$ cat config.mk
export PLATFORM = sky130hd
export DESIGN_NAME = axi_lite_slave_regs
export DESIGN_NICKNAME = d
export VERILOG_FILES = /design/src/rtl/axi_lite_slave_regs.sv
export SDC_FILE = /design/constraint.sdc
export NUM_CORES = 1
export LEC_CHECK = 0
export ABC_AREA = 1
export BUFFER_PORTS_ARGS = -buffer_cell sky130_fd_sc_hd__buf_2
export CAP_MARGIN = 10
export CORE_UTILIZATION = 34
export DETAILED_ROUTE_END_ITERATION = 10
export PLACE_DENSITY = 0.61
export SYNTH_ARGS = -nofsm -noshare
export SYNTH_HDL_FRONTEND = slang
export SYNTH_SLANG_ARGS = --single-unit
export TNS_END_PERCENT = 50
$ cat constraint.sdc
create_clock -name ACLK -period 1.9 [get_ports ACLK]
set_clock_uncertainty 0.05 [all_clocks]
set_input_delay 0.095 -clock ACLK [delete_from_list [all_inputs] [get_ports ACLK]]
set_output_delay 0.095 -clock ACLK [all_outputs]
set_load 0.05 [all_outputs]
$ cat src/rtl/axi_lite_slave_regs.sv
// ---------------------------------------------------------------------------
// axi_lite_slave_regs
//
// AXI4-Lite responder that holds a bank of NUM_REGS 32-bit control/status
// registers. Register i is at byte address 4*i. The whole bank is also
// exported flat so the surrounding system logic can use it directly.
//
// Ports
//   ACLK, ARESET             clock and synchronous active-high reset
//   AWVALID/AWREADY/AWADDR   write address channel
//   WVALID/WREADY/WDATA/WSTRB write data channel (byte strobes)
//   BVALID/BREADY/BRESP      write response channel (OKAY / SLVERR)
//   ARVALID/ARREADY/ARADDR   read address channel
//   RVALID/RREADY/RDATA/RRESP read data channel (OKAY / SLVERR)
//   REG_FLAT                 register i on bits [32i+31:32i]
// ---------------------------------------------------------------------------
module axi_lite_slave_regs #(
    parameter int          NUM_REGS    = 8,
    parameter logic [31:0] RESET_VALUE = 32'h0000_0000
) (
    input  logic                    ACLK,
    input  logic                    ARESET,
    input  logic                    AWVALID,
    output logic                    AWREADY,
    input  logic [31:0]             AWADDR,
    input  logic                    WVALID,
    output logic                    WREADY,
    input  logic [31:0]             WDATA,
    input  logic [3:0]              WSTRB,
    output logic                    BVALID,
    input  logic                    BREADY,
    output logic [1:0]              BRESP,
    input  logic                    ARVALID,
    output logic                    ARREADY,
    input  logic [31:0]             ARADDR,
    output logic                    RVALID,
    input  logic                    RREADY,
    output logic [31:0]             RDATA,
    output logic [1:0]              RRESP,
    output logic [32*NUM_REGS-1:0]  REG_FLAT
);

    localparam int IDXW = (NUM_REGS > 1) ? $clog2(NUM_REGS) : 1;

    localparam logic [1:0] RESP_OKAY   = 2'b00;
    localparam logic [1:0] RESP_SLVERR = 2'b10;

    typedef enum logic {W_IDLE, W_RESP} wState_t;
    typedef enum logic {R_IDLE, R_DATA} rState_t;

    // Register bank
    logic [NUM_REGS-1:0][31:0] r_regs;

    // Write channel state
    wState_t      r_wState;
    wState_t      w_wStateNext;
    logic         r_awHeld;
    logic         r_wHeld;
    logic [31:2]  r_awAddr;
    logic [31:0]  r_wData;
    logic [3:0]   r_wStrb;
    logic [1:0]   r_bResp;

    // Read channel state
    rState_t      r_rState;
    rState_t      w_rStateNext;
    logic [31:0]  r_rData;
    logic [1:0]   r_rResp;

    // Combinational helpers
    logic         w_awFire;
    logic         w_wFire;
    logic         w_arFire;
    logic         w_commit;
    logic [31:2]  w_wrAddr;
    logic [31:0]  w_wrData;
    logic [3:0]   w_wrStrb;
    logic [IDXW-1:0] w_wrIdx;
    logic         w_wrInRange;
    logic [IDXW-1:0] w_rdIdx;
    logic         w_rdInRange;
    logic         w_unusedAddrBits;

    // The two low address bits only select a byte within a word, which this
    // bank never needs; they are folded here so they are visibly consumed.
    assign w_unusedAddrBits = ^{AWADDR[1:0], ARADDR[1:0]};

    assign BVALID   = (r_wState == W_RESP);
    assign RVALID   = (r_rState == R_DATA);
    assign AWREADY  = !ARESET && !r_awHeld && !BVALID;
    assign WREADY   = !ARESET && !r_wHeld && !BVALID;
    assign ARREADY  = !ARESET && !RVALID;
    assign BRESP    = r_bResp;
    assign RDATA    = r_rData;
    assign RRESP    = r_rResp;
    assign REG_FLAT = r_regs;

    assign w_awFire = AWVALID && AWREADY;
    assign w_wFire  = WVALID && WREADY;
    assign w_arFire = ARVALID && ARREADY;

    // A held beat takes priority over the bus because the bus value belongs
    // to a channel that is no longer being listened to once its flag is set.
    assign w_wrAddr = r_awHeld ? r_awAddr : AWADDR[31:2];
    assign w_wrData = r_wHeld  ? r_wData  : WDATA;
    assign w_wrStrb = r_wHeld  ? r_wStrb  : WSTRB;
    assign w_wrIdx  = w_wrAddr[IDXW+1:2];
    assign w_wrInRange = (32'(w_wrAddr) < 32'(NUM_REGS));

    assign w_rdIdx     = ARADDR[IDXW+1:2];
    assign w_rdInRange = (32'(ARADDR[31:2]) < 32'(NUM_REGS));

    // The write commits on the first edge where both address and data are
    // available, whether they arrived earlier (held) or are arriving now.
    assign w_commit = (r_wState == W_IDLE) &&
                      (r_awHeld || w_awFire) &&
                      (r_wHeld  || w_wFire);

    // Write FSM state register.
    always_ff @(posedge ACLK) begin
        if (ARESET) begin
            r_wState <= W_IDLE;
        end else begin
            r_wState <= w_wStateNext;
        end
    end

    // Write FSM next state: leave idle on commit, return once B is taken.
    always_comb begin
        w_wStateNext = r_wState;
        case (r_wState)
            W_IDLE:  if (w_commit) w_wStateNext = W_RESP;
            W_RESP:  if (BREADY)   w_wStateNext = W_IDLE;
            default: w_wStateNext = W_IDLE;
        endcase
    end

    // Capture of address and data beats that arrive ahead of their partner,
    // plus the write response code chosen at commit time.
    always_ff @(posedge ACLK) begin
        if (ARESET) begin
            r_awHeld <= 1'b0;
            r_wHeld  <= 1'b0;
            r_awAddr <= '0;
            r_wData  <= '0;
            r_wStrb  <= '0;
            r_bResp  <= RESP_OKAY;
        end else if (w_commit) begin
            r_awHeld <= 1'b0;
            r_wHeld  <= 1'b0;
            r_bResp  <= w_wrInRange ? RESP_OKAY : RESP_SLVERR;
        end else begin
            if (w_awFire) begin
                r_awHeld <= 1'b1;
                r_awAddr <= AWADDR[31:2];
            end
            if (w_wFire) begin
                r_wHeld <= 1'b1;
                r_wData <= WDATA;
                r_wStrb <= WSTRB;
            end
        end
    end

    // Register bank update: only strobed bytes of an in-range target change.
    always_ff @(posedge ACLK) begin
        if (ARESET) begin
            r_regs <= {NUM_REGS{RESET_VALUE}};
        end else if (w_commit && w_wrInRange) begin
            for (int b = 0; b < 4; b++) begin
                if (w_wrStrb[b]) begin
                    r_regs[w_wrIdx][8*b +: 8] <= w_wrData[8*b +: 8];
                end
            end
        end
    end

    // Read FSM state register.
    always_ff @(posedge ACLK) begin
        if (ARESET) begin
            r_rState <= R_IDLE;
        end else begin
            r_rState <= w_rStateNext;
        end
    end

    // Read FSM next state: one outstanding read, released by the R handshake.
    always_comb begin
        w_rStateNext = r_rState;
        case (r_rState)
            R_IDLE:  if (w_arFire) w_rStateNext = R_DATA;
            R_DATA:  if (RREADY)   w_rStateNext = R_IDLE;
            default: w_rStateNext = R_IDLE;
        endcase
    end

    // Read data capture. r_regs is sampled before any same-edge write lands,
    // so a colliding read returns the old contents.
    always_ff @(posedge ACLK) begin
        if (ARESET) begin
            r_rData <= '0;
            r_rResp <= RESP_OKAY;
        end else if (w_arFire) begin
            r_rData <= w_rdInRange ? r_regs[w_rdIdx] : 32'h0;
            r_rResp <= w_rdInRange ? RESP_OKAY : RESP_SLVERR;
        end
    end

endmodule

# == Yosys cells after proc, flatten, opt, wreduce, memory -nomap -nowiden ==
# Index checks and enable logic that the tools add are counted.
# word_totals
regBits,362
inputBits,107
out_inout_bits,297
wordCells,84
# op_classes
n_lt_le_gt_ge,5
muxes,36
n_bitwise,3
n_reduce_logical,22
# ops
op,n
2-to-1 mux 256 bit,10
bitwise mux 256 bit,4
demux 32 bit (select 3 bit),4
2-to-1 mux 32 bit,4
binary-select mux 32 bit (select 3 bit),1
< comparator 30 x 4 -> 1 bit (second input constant),2
2-to-1 mux 30 bit,1
2-to-1 mux 24 bit,1
2-to-1 mux 16 bit,1
logical AND 1 bit,12
< comparator 3 x 4 -> 1 bit (second input constant),2
2-to-1 mux 8 bit,1
zero test 1 bit,5
2-to-1 mux 1 bit,4
2-to-1 mux 2 bit,2
2-to-1 mux 4 bit,1
one-hot mux 1 bit (2 select lines),2
AND reduction 2 bit,2
greater-or-equal comparator 3 x 1 -> 1 bit (second input constant),1
inverter 1 bit,3
logical OR 1 bit,2
OR reduction 2 bit,1

# == Depth between registers and ports, before layout ==
# Gate-level depths: netlist (run 1).
# depth
ltp_word,20
depth_mapped,13
ltp_nobuf,11

# == Least setup slack after synthesis (run 1) ==
# OpenSTA, ideal clock, no wires.
# synth_timing
kind,register to register
startpoint,"register r_rState, in the netlist RVALID"
endpoint,"register r_rData[22], in the netlist RDATA[22]"
setup_ns,0.070
t_arrival_ns,2.422
t_required_ns,1.780
setup_slack_ns,-0.642
path_stages_with_launch,9
n_path_buf,2
period_less_slack_ns,2.542
path_cell_list,dfxtp_1 > nor2_1 > nand2_1 > nor4_1 > and3_1 > clkbuf_1 > buf_2 > nand2_1 > a21oi_1
# synth_via
elab_chain_cells,3
# synth_lines
element,line,rtl
start: declaration,65,rState_t r_rState;
start signal: assignment,183,r_rState <= w_rStateNext;
zero test 1 bit,92,assign ARREADY = !ARESET && !RVALID;
logical AND 1 bit,92,
via ARREADY,34,"output logic ARREADY,"
logical AND 1 bit,100,assign w_arFire = ARVALID && ARREADY;
end signal: assignment,204,r_rData <= w_rdInRange ? r_regs[w_rdIdx] : 32'h0;
end: declaration,67,logic [31:0] r_rData;
# The timed path passes the listed nets, and every way through them passes these cells.
# A chain may end at the register's enable or synchronous reset.

# == Worst setup path in the final report (run 1) ==
# layout_timing
startpoint,register r_awHeld
endpoint,register r_regs (netlist bit REG_FLAT[245])
# layout_via
elab_chain_cells,16
word_cells_on_any_way,32
cone_classes,order compare (3); mux (20); reduce/logical (9)
# layout_lines
element,line,rtl
start: declaration,57,logic r_awHeld;
start signal: assignment,142,r_awHeld <= 1'b0;
start signal: assignment,149,r_awHeld <= 1'b0;
start signal: assignment,154,r_awHeld <= 1'b1;
2-to-1 mux 30 bit,104,assign w_wrAddr = r_awHeld ? r_awAddr : AWADDR[31:2];
demux 32 bit (select 3 bit),172,r_regs[w_wrIdx][8*b +: 8] <= w_wrData[8*b +: 8];
bitwise mux 256 bit,172,
2-to-1 mux 256 bit,171,if (w_wrStrb[b]) begin
2-to-1 mux 256 bit,169,end else if (w_commit && w_wrInRange) begin
2-to-1 mux 256 bit,167,if (ARESET) begin
bitwise mux 256 bit,172,
2-to-1 mux 256 bit,171,
2-to-1 mux 256 bit,169,
2-to-1 mux 256 bit,167,
bitwise mux 256 bit,172,
2-to-1 mux 256 bit,171,
2-to-1 mux 256 bit,169,
2-to-1 mux 256 bit,167,
bitwise mux 256 bit,172,
2-to-1 mux 256 bit,171,
end signal: assignment,168,r_regs <= {NUM_REGS{RESET_VALUE}};
end signal: indexed assignment,172,
end: declaration,52,logic [NUM_REGS-1:0][31:0] r_regs;
# Parallel ways exist; a longest one is shown, timed or not. The select of a mux whose other input is x is not followed.

==> flow_summary.yaml, run 1 <==
run_status:
  outcome: "complete, but fails checks"
  violations: "negative setup slack"
power_and_ir_drop:
  p_per_area_nw_per_um2: 797.2
  vdd_drop_max_uv: 570.0
  leakagePower_nw: 10.49
setup_path:
  start_kind: "register"
  end_kind: "register"
  r2r_setup_slack_ns: -0.17
  r2r_end: "REG_FLAT[245]"
  critical_path_class: "reg -> reg"
  r2r-start: "r_awHeld"
  arrival_ns: 2.47
  reg2regPathDepth: 13
  crit_required_ns: 2.31
  cp_max_fo: 11
sta:
  drv_slew: 0
  min_period_ns: 2.069
  setup_ws_ns: -0.1688
  tightestPinTransition_ns: 0.8750
  fmax_mhz: 483.4
  grt_setup_unrepaired: "yes"
  slew_headroom: 0.4167
  setup_viol: 256
  hold_violations: 0
  period_share: 1.089
  fin_setup_tns_ns: -26.82
die:
  io_pins: 404
  die_area_um2: 51710
  core_um2: 50170
  die_y_um: 227.4
  rows: 82
  start_util: 0.3443
  die_x_um: 227.4
cts:
  cts.path.max_buffers: 3
  cts.clk_slew.worst_paths_ns: 0.06
  cts-root-buf: "clkbuf_16"
  clk_latency_ns: 0.57
  h-tree-depth: 2
  cts_tree: "built"
  cts-buffers-inserted: 42
  cts_sinks: 360
placed_design:
  port_buffers: 397
  pre_cts_slack_ns: -0.2532
  gp_congestion: 0.8985
  dp_hpwl_um: 51240
synthesis:
  netlist_instances: 2543
  synth_area_um2: 17270
  yosysSeqAreaShare: 0.4172
  yosys_warnings: 0
  synth.ff_latch_count: 360
  synth_cell_types: 29
  syn_avg_cell_area_um2: 6.792
global_route:
  overflow: 0
  first_global_vias: 17400
  antenna_found_initial: 1
  grt_pass1_wl_um: 104700
  grt_max_degree: 135
  track_usage: 0.2646
worst_hold_path:
  hp-class: "in -> reg"
  worstHoldEndpoint: "RVALID"
  hold_depth: 4
  min_from: "ARVALID"
route:
  post-route-drc-count: 0
  wl_per_cell_um: 19.50
  first_iter_violations: 2046
  first_pass_iters: 6
  vias: 19900
  drt_wl_total_um: 73200
  ant_nets: 0
  drt-vias-per-instance: 5.300
job:
  maxCapViolations: 0
final_layout:
  layout.nets: 3155
  syn_to_final_growth_pct: 40.36
  fillers: 4977
  layout-drive-gt1-share: 0.2558
-- registers in the layout, indices dropped and copies added (netlist names) --
name and flops:
BRESP 1, BVALID 1, RDATA 32, REG_FLAT 256, RRESP 1, RVALID 1
r_awAddr 30, r_awHeld 1, r_wData 32, r_wHeld 1, r_wStrb 4
-- synth_stat cells (all sizes together) --
cell type / count / area [µm²]
a21oi: 109 / 545.5
a22oi: 2 / 15.01
and3: 1 / 6.260
buf: 64 / 311.5
clkbuf: 131 / 491.7
clkinv: 2 / 7.510
conb: 1 / 3.750
dfxtp: 360 / 7207
inv: 36 / 135.1
mux2i: 34 / 344.1
nand2: 449 / 1685
nand3: 79 / 400.4
nand3b: 6 / 45.04
nand4: 197 / 1277
nor2: 726 / 2938
nor3: 68 / 340.3
nor4: 2 / 12.51
o21ai: 208 / 1041
o22a: 16 / 140.1
o22ai: 46 / 287.8
or2: 6 / 37.54
-- cell families (layout without fill, tap and decap cells) --
logic type / after synthesis / after routing / share of synthesized area
mux: 34 / 34 / 0.01992
compound gates: 381 / 381 / 0.1175
other cells: 1 / 3 / 0.0002171
flops: 360 / 360 / 0.4172
buf+inv: 233 / 770 / 0.05476
simple gates: 1534 / 1534 / 0.3904
-- repair_timing --
action,in CTS,in global routing
setup endpoints to repair,278,292
endpoints found under the hold margin,69,0
cloned,2,17
gates resized for setup,39,90
pin swaps,12,69
buffers inserted,4,6
hold buffers,70,0
-- worst max-delay path: stages (launching register included) --
cell       delay [ns]
dfxtp_4          0.37
buf_12           0.14
buf_6            0.11
nor2_4           0.07
nand3_2          0.09
nand2_2          0.10
nand3_4          0.10
nor2_4           0.17
buf_12           0.17
clkbuf_16        0.19
buf_8            0.13
nand4_1          0.09
nand2_1          0.10
nor2_2           0.05
-- per-layer routing --
metal  part of all wire  vias up  global-route usage
met2               0.43      966              0.3942
met5                  0        -                   0
met1               0.43     9247              0.3657
met3               0.11      116             0.07834
li1                   -     9567                   -
met4              0.028        0             0.07859
-- worst max path at each step --
stage | depth (start not counted) | slack (ns) | to | from
final | 13 | -0.17 | REG_FLAT[245] | r_awHeld
after global routing | 14 | -0.28 | REG_FLAT[128] | r_awHeld
after CTS | 14 | -0.18 | REG_FLAT[198] | r_awHeld
after detailed placement | 13 | -0.25 | REG_FLAT[53] | r_awHeld
after global placement | 12 | -0.18 | REG_FLAT[243] | r_awHeld
after floorplan | 3 | -0.16 | WREADY | r_wHeld
-- through the flow --
stage | cell area (µm²) | utilization | hold WS, ns | power [mW] | cells
final | 24240 | 0.4832 | 0.03334 | 19.33 | 3754
after global routing | 24240 | 0.4832 | 0.06230 | 19.97 | 3754
after CTS | 23490 | 0.4681 | 0.02421 | 19.31 | 3731
after detailed placement | 21040 | 0.4194 | 0.2412 | 10.45 | 3578
after global placement | 21040 | 0.4194 | 0.2380 | 10.40 | 3578
after floorplan | 17290 | - | 0.1485 | 9.329 | 2544
-- area by class of cell --
type	instances	area (µm²)	area share
clock inverter	14	205.2	0.008464
multi-input combinational	1951	9473	0.3907
inverter	38	155.1	0.006399
antenna	1	2.502	0.0001032
sequential	360	7214	0.2976
clock buffer	63	1294	0.05336
tap	672	840.8	0.03468
timing repair buffer	655	5060	0.2087
-- cells in the final DEF (no fill, tap or decap), drive strengths merged, types with 9 or more instances in the layout --
cell,Yosys,routed
a21oi,109,109
buf,64,572
clkbuf,131,76
clkinv,2,9
dfxtp,360,360
dlygate4sd3,0,70
inv,36,37
mux2i,34,34
nand2,449,449
nand3,79,79
nand4,197,197
nor2,726,726
nor3,68,68
o21ai,208,208
o22a,16,16
o22ai,46,46
-- where the power goes --
group,switching (mW),internal [mW]
combinational,1.80,0.984
clock,3.39,5.39
sequential,0.0800,7.68
(Power assumes the default switching activity.)
==> run 2: changes to the inputs <==
==> constraint.sdc (replaced) <==
create_clock -name ACLK -period 1.69 [get_ports ACLK]
set_clock_uncertainty 0.05 [all_clocks]
set_input_delay 0.0845 -clock ACLK [delete_from_list [all_inputs] [get_ports ACLK]]
set_output_delay 0.0845 -clock ACLK [all_outputs]
set_load 0.05 [all_outputs]
==> run 2 against run 1 <==
Effect of this change:
- the flow still finishes with violations (negative setup slack)
- die area did not move
- sequential share of layout area down 1.2 points
- clock-buffer cell count grew 6
- critical path depth increased by 1
- global-route usage rose by 0.89 points
- largest power group unchanged
==> flow_summary.yaml, run 2 (synthesized netlist as in run 1, its figures left out) <==
cts:
  cts_tree: "built"
  clk_latency_ns: 0.57
  cts-root-buf: "clkbuf_16"
  cts.clk_slew.worst_paths_ns: 0.06
  cts-buffers-inserted: 43
  cts_sinks: 360
  cts.path.max_buffers: 3
  h-tree-depth: 2
final_layout:
  largest_reg_flops: 256
  syn_to_final_growth_pct: 46.27
  antenna_cells: 0
  final_core_util: 0.5036
  layout_commonest_cell: "nor2_1"
  final_cells: 3816
  mostFrequentLayoutCells: "nor2_1 (643), nand2_1 (402), buf_2 (395)"
  layout-drive-gt1-share: 0.3028
  layout.nets: 3219
setup_path:
  path_buf_inv: 6
  r2r_end: "REG_FLAT[94]"
  arrival_ns: 2.51
  start_kind: "register"
  cpPeakStageDelay_ns: 0.42
  end_kind: "register"
  crit_required_ns: 2.13
  cp_common_cell: "buf_12"
  startpoint: "r_awHeld"
  worstSetupEndpoint: "REG_FLAT[94]"
  critical_path_class: "reg -> reg"
  slowest_stage: "dfxtp_4"
  crit_family: "buffers and inverters"
  cp_max_fo: 8
  reg2regPathDepth: 14
  cp.depth: 14
  r2r-start: "r_awHeld"
  r2r_setup_slack_ns: -0.38
  crit_chain: "inv_4 > nor2_2 > nand2_1 > nor2_2 > inv_1 > nand2_1 > nand3_2 > nor2_4 > buf_12 > buf_12 > buf_12 > clkbuf_16 > nand3_2 > a21oi_1"
global_route:
  first_global_vias: 18930
  antenna_found_initial: 0
  track_usage: 0.2736
  overflow: 0
  grt_pass1_wl_um: 109200
  grt_max_degree: 87
worst_hold_path:
  hp-class: "in -> reg"
die:
  io_pins: 404
  start_util: 0.3443
  die_area_um2: 51710
  core_um2: 50170
  rows: 82
  die_y_um: 227.4
  die_x_um: 227.4
placed_design:
  placedCellCount: 3634
  pre_cts_slack_ns: -0.3405
  port_buffers: 397
  dp_hpwl_um: 52980
  gp_congestion: 0.9195
power_and_ir_drop:
  vdd_drop_max_uv: 618.8
  leakagePower_nw: 10.81
  finalPower_mw: 21.24
  p_per_area_nw_per_um2: 840.6
route:
  vias: 20480
  first_iter_violations: 1476
  first_pass_iters: 6
  ant_nets: 0
  post-route-drc-count: 0
  wl_per_cell_um: 19.57
  drt-vias-per-instance: 5.366
  drt_wl_total_um: 74700
sta:
  setup_viol: 314
  hold_violations: 0
  period_share: 1.223
  drv_slew: 0
  setup_ws_ns: -0.3772
  fmax_mhz: 483.7
  grt_setup_unrepaired: "yes"
  holdWs_ns: 0.04465
  min_period_ns: 2.067
job:
  maxCapViolations: 0
run_status:
  outcome: "complete, but fails checks"
  violations: "negative setup slack"
## run 2: cell types whose count changed in the layout (fill, tap and decap cells not counted), sizes merged
cell    previous run  this run
bufbuf             0         1
diode              1         0
clkinv             9         7
clkbuf            76        77
bufinv             5         0
buf              572       639
inv               37        38
## run 2: final cells by class
type	instances	area, µm²
clock buffers	69	1325
inverters	38	155.1
well taps	672	840.8
flip-flops and latches	360	7219
fillers	4845	24910
repair buffers	718	5609
clock inverters	8	57.56
multi-input cells	1951	10060
## run 2: tightest hold or removal path, stage by stage
cell and delay, ns:
buf_2 0.11, nand3_2 0.07, nand2_2 0.07, nand3_4 0.11, buf_6 0.12, a21oi_1 0.05
## run 2: worst min-delay path by stage
stage               slack [ns]            to     from  depth (start not counted)
finish                    0.04        BVALID  AWVALID                          6
global route              0.05  r_awAddr[10]   ARESET                          5
CTS                       0.01   r_awAddr[8]   ARESET                          5
detailed placement        0.23        RVALID   RREADY                          2
global placement          0.22        RVALID   RREADY                          2
floorplan                 0.13        RVALID   RREADY                          1
## run 2: power by group
group / leakage [nW] / switching (mW) / internal (mW)
Clock: 0.681 / 3.82 / 5.36
Combinational: 7.21 / 2.10 / 1.24
Sequential: 2.91 / 0.0860 / 8.64
## run 2: timing repair
item                       CTS  global route
cloned                       5            11
hold endpoints to repair    72             0
setup buffers               12             8
hold buffers                70             0
resized for setup           60           214
pin swaps                   25           129
setup endpoints to repair  289           324
## run 2: through the flow
stage	instance area [µm²]	setup TNS, ns
2_1_floorplan	17380	-12.65
3_5_place_dp	21520	-71.46
4_1_cts	24100	-70.01
6_report	25270	-73.03
3_3_place_gp	21520	-64.83
5_1_grt	25270	-107.47
## run 2: layer usage
metal  part of all wire  track usage
met5                  0            0
met4              0.039       0.1098
met3              0.086      0.06389
met2               0.48       0.4663
met1               0.39       0.3304
==> run 3: changes to the inputs <==
==> constraint.sdc (replaced) <==
create_clock -name ACLK -period 1.69 [get_ports ACLK]
set_clock_uncertainty 0.05 [all_clocks]
set_input_delay 0.338 -clock ACLK [delete_from_list [all_inputs] [get_ports ACLK]]
set_output_delay 0.338 -clock ACLK [all_outputs]
set_load 0.05 [all_outputs]
==> run 3 against run 2 <==
Effect of this change:
- the run still ends with negative setup slack left
- first-iteration DRC count rose by 8.5%
- via count fell by 1.4%
- highest routed layer unchanged
- combinational power fell by 2%
- largest cell class unchanged
- largest power group unchanged
- die area did not move
==> flow_summary.yaml, run 3 (synthesized netlist as in run 1, its figures left out) <==
setup_path:
  critical_path_class: "reg -> reg"
  arrival_ns: 2.51
  end_kind: "register"
  cp_max_fo: 8
  crit_required_ns: 2.16
  start_kind: "register"
route:
  drt_wl_total_um: 72780
  wl_per_cell_um: 19.17
  post-route-drc-count: 0
  first_iter_violations: 1602
  drt-vias-per-instance: 5.317
  first_pass_iters: 6
  ant_nets: 0
  vias: 20180
power_and_ir_drop:
  vdd_drop_max_uv: 640.8
  leakagePower_nw: 10.70
  finalPower_mw: 21.13
  p_per_area_nw_per_um2: 862.2
sta:
  tightestPinTransition_ns: 0.6829
  drv_slew: 0
  min_period_ns: 2.040
  slew_headroom: 0.5447
  setup_viol: 306
  fin_setup_tns_ns: -73.16
  fmax_mhz: 490.2
  period_share: 1.207
  grt_setup_unrepaired: "yes"
  setup_ws_ns: -0.3500
  holdWs_ns: 0.01952
  hold_violations: 0
global_route:
  grt_max_degree: 150
  antenna_found_initial: 1
  track_usage: 0.2739
  first_global_vias: 18990
  grt_pass1_wl_um: 108600
  overflow: 0
cts:
  cts-buffers-inserted: 42
  cts.clk_slew.worst_paths_ns: 0.06
  h-tree-depth: 2
  cts.path.max_buffers: 3
  cts-root-buf: "clkbuf_16"
  cts_sinks: 360
  cts_tree: "built"
  clk_latency_ns: 0.57
die:
  die_area_um2: 51710
  die_x_um: 227.4
  core_um2: 50170
  io_pins: 404
  die_y_um: 227.4
  start_util: 0.3443
  rows: 82
final_layout:
  final_core_util: 0.4885
  layout-drive-gt1-share: 0.2783
  layout.nets: 3206
  mostFrequentLayoutCells: "nor2_1 (660), nand2_1 (418), buf_2 (393)"
  largest_reg_flops: 256
  layout_commonest_cell: "nor2_1"
  syn_to_final_growth_pct: 41.88
placed_design:
  port_buffers: 397
  pre_cts_slack_ns: -0.3813
  dp_hpwl_um: 52250
  gp_congestion: 0.9150
worst_hold_path:
  hp-class: "in -> reg"
run_status:
  violations: "negative setup slack"
  outcome: "complete, but fails checks"
job:
  maxCapViolations: 0
run 3: critical path: stages, from the launching register on:
cell and delay [ns]:
dfxtp_4 0.39, buf_6 0.13, buf_6 0.11, nor2_1 0.11, nand3b_1 0.09, nand2_1 0.07, nand2_2 0.06, nor2_4 0.19
nand4_4 0.14, buf_12 0.18, nor2_4 0.27, nor2_1 0.08, nor2_1 0.11
run 3: worst paths after layout:
check                               start       endpoint  slack, ns  cells after the start
worst max-delay path             r_awHeld  REG_FLAT[230]      -0.35                     12
worst min-delay path            WDATA[20]    r_wData[20]       0.02                      3
worst max register to register   r_awHeld  REG_FLAT[230]      -0.35                     12
worst min register to register  RDATA[25]      RDATA[25]       0.41                      2
run 3: cell type report:
class	instances	area, µm²
inverter	38	160.2
clock inverter	9	128.9
multi-input combinational	1951	9593
timing repair buffer	706	5346
clock buffer	59	1219
antenna	1	2.502
sequential	360	7217
tap	672	840.8
fill	5050	25660
run 3: repair_timing:
action,4_1_cts,5_1_grt
endpoints found under the hold margin,45,0
gates cloned,6,2
setup endpoints to repair,293,345
gates resized for setup,95,52
hold buffers,45,0
pin swaps,56,101
buffers inserted,13,8
run 3: power by group:
group / leakage [nW] / total, mW / switching [mW] / internal (mW)
clock: 0.654 / 9.15 / 3.70 / 5.45
sequential: 2.91 / 8.73 / 0.0865 / 8.64
combinational: 7.14 / 3.25 / 2.04 / 1.21
run 3: per-stage QoR:
stage                     cell area (µm²)  instances
after floorplan                     17400       2544
after global placement              21730       3656
after detailed placement            21730       3656
after CTS                           24230       3788
after global routing                24510       3796
final                               24510       3796
run 3: layer usage:
metal,global-route usage,up-vias,part of all wire
met2,0.4653,846,0.48
li1,-,9659,-
met3,0.05769,172,0.084
met4,0.1338,0,0.049
met5,0,-,0
met1,0.3269,9506,0.39
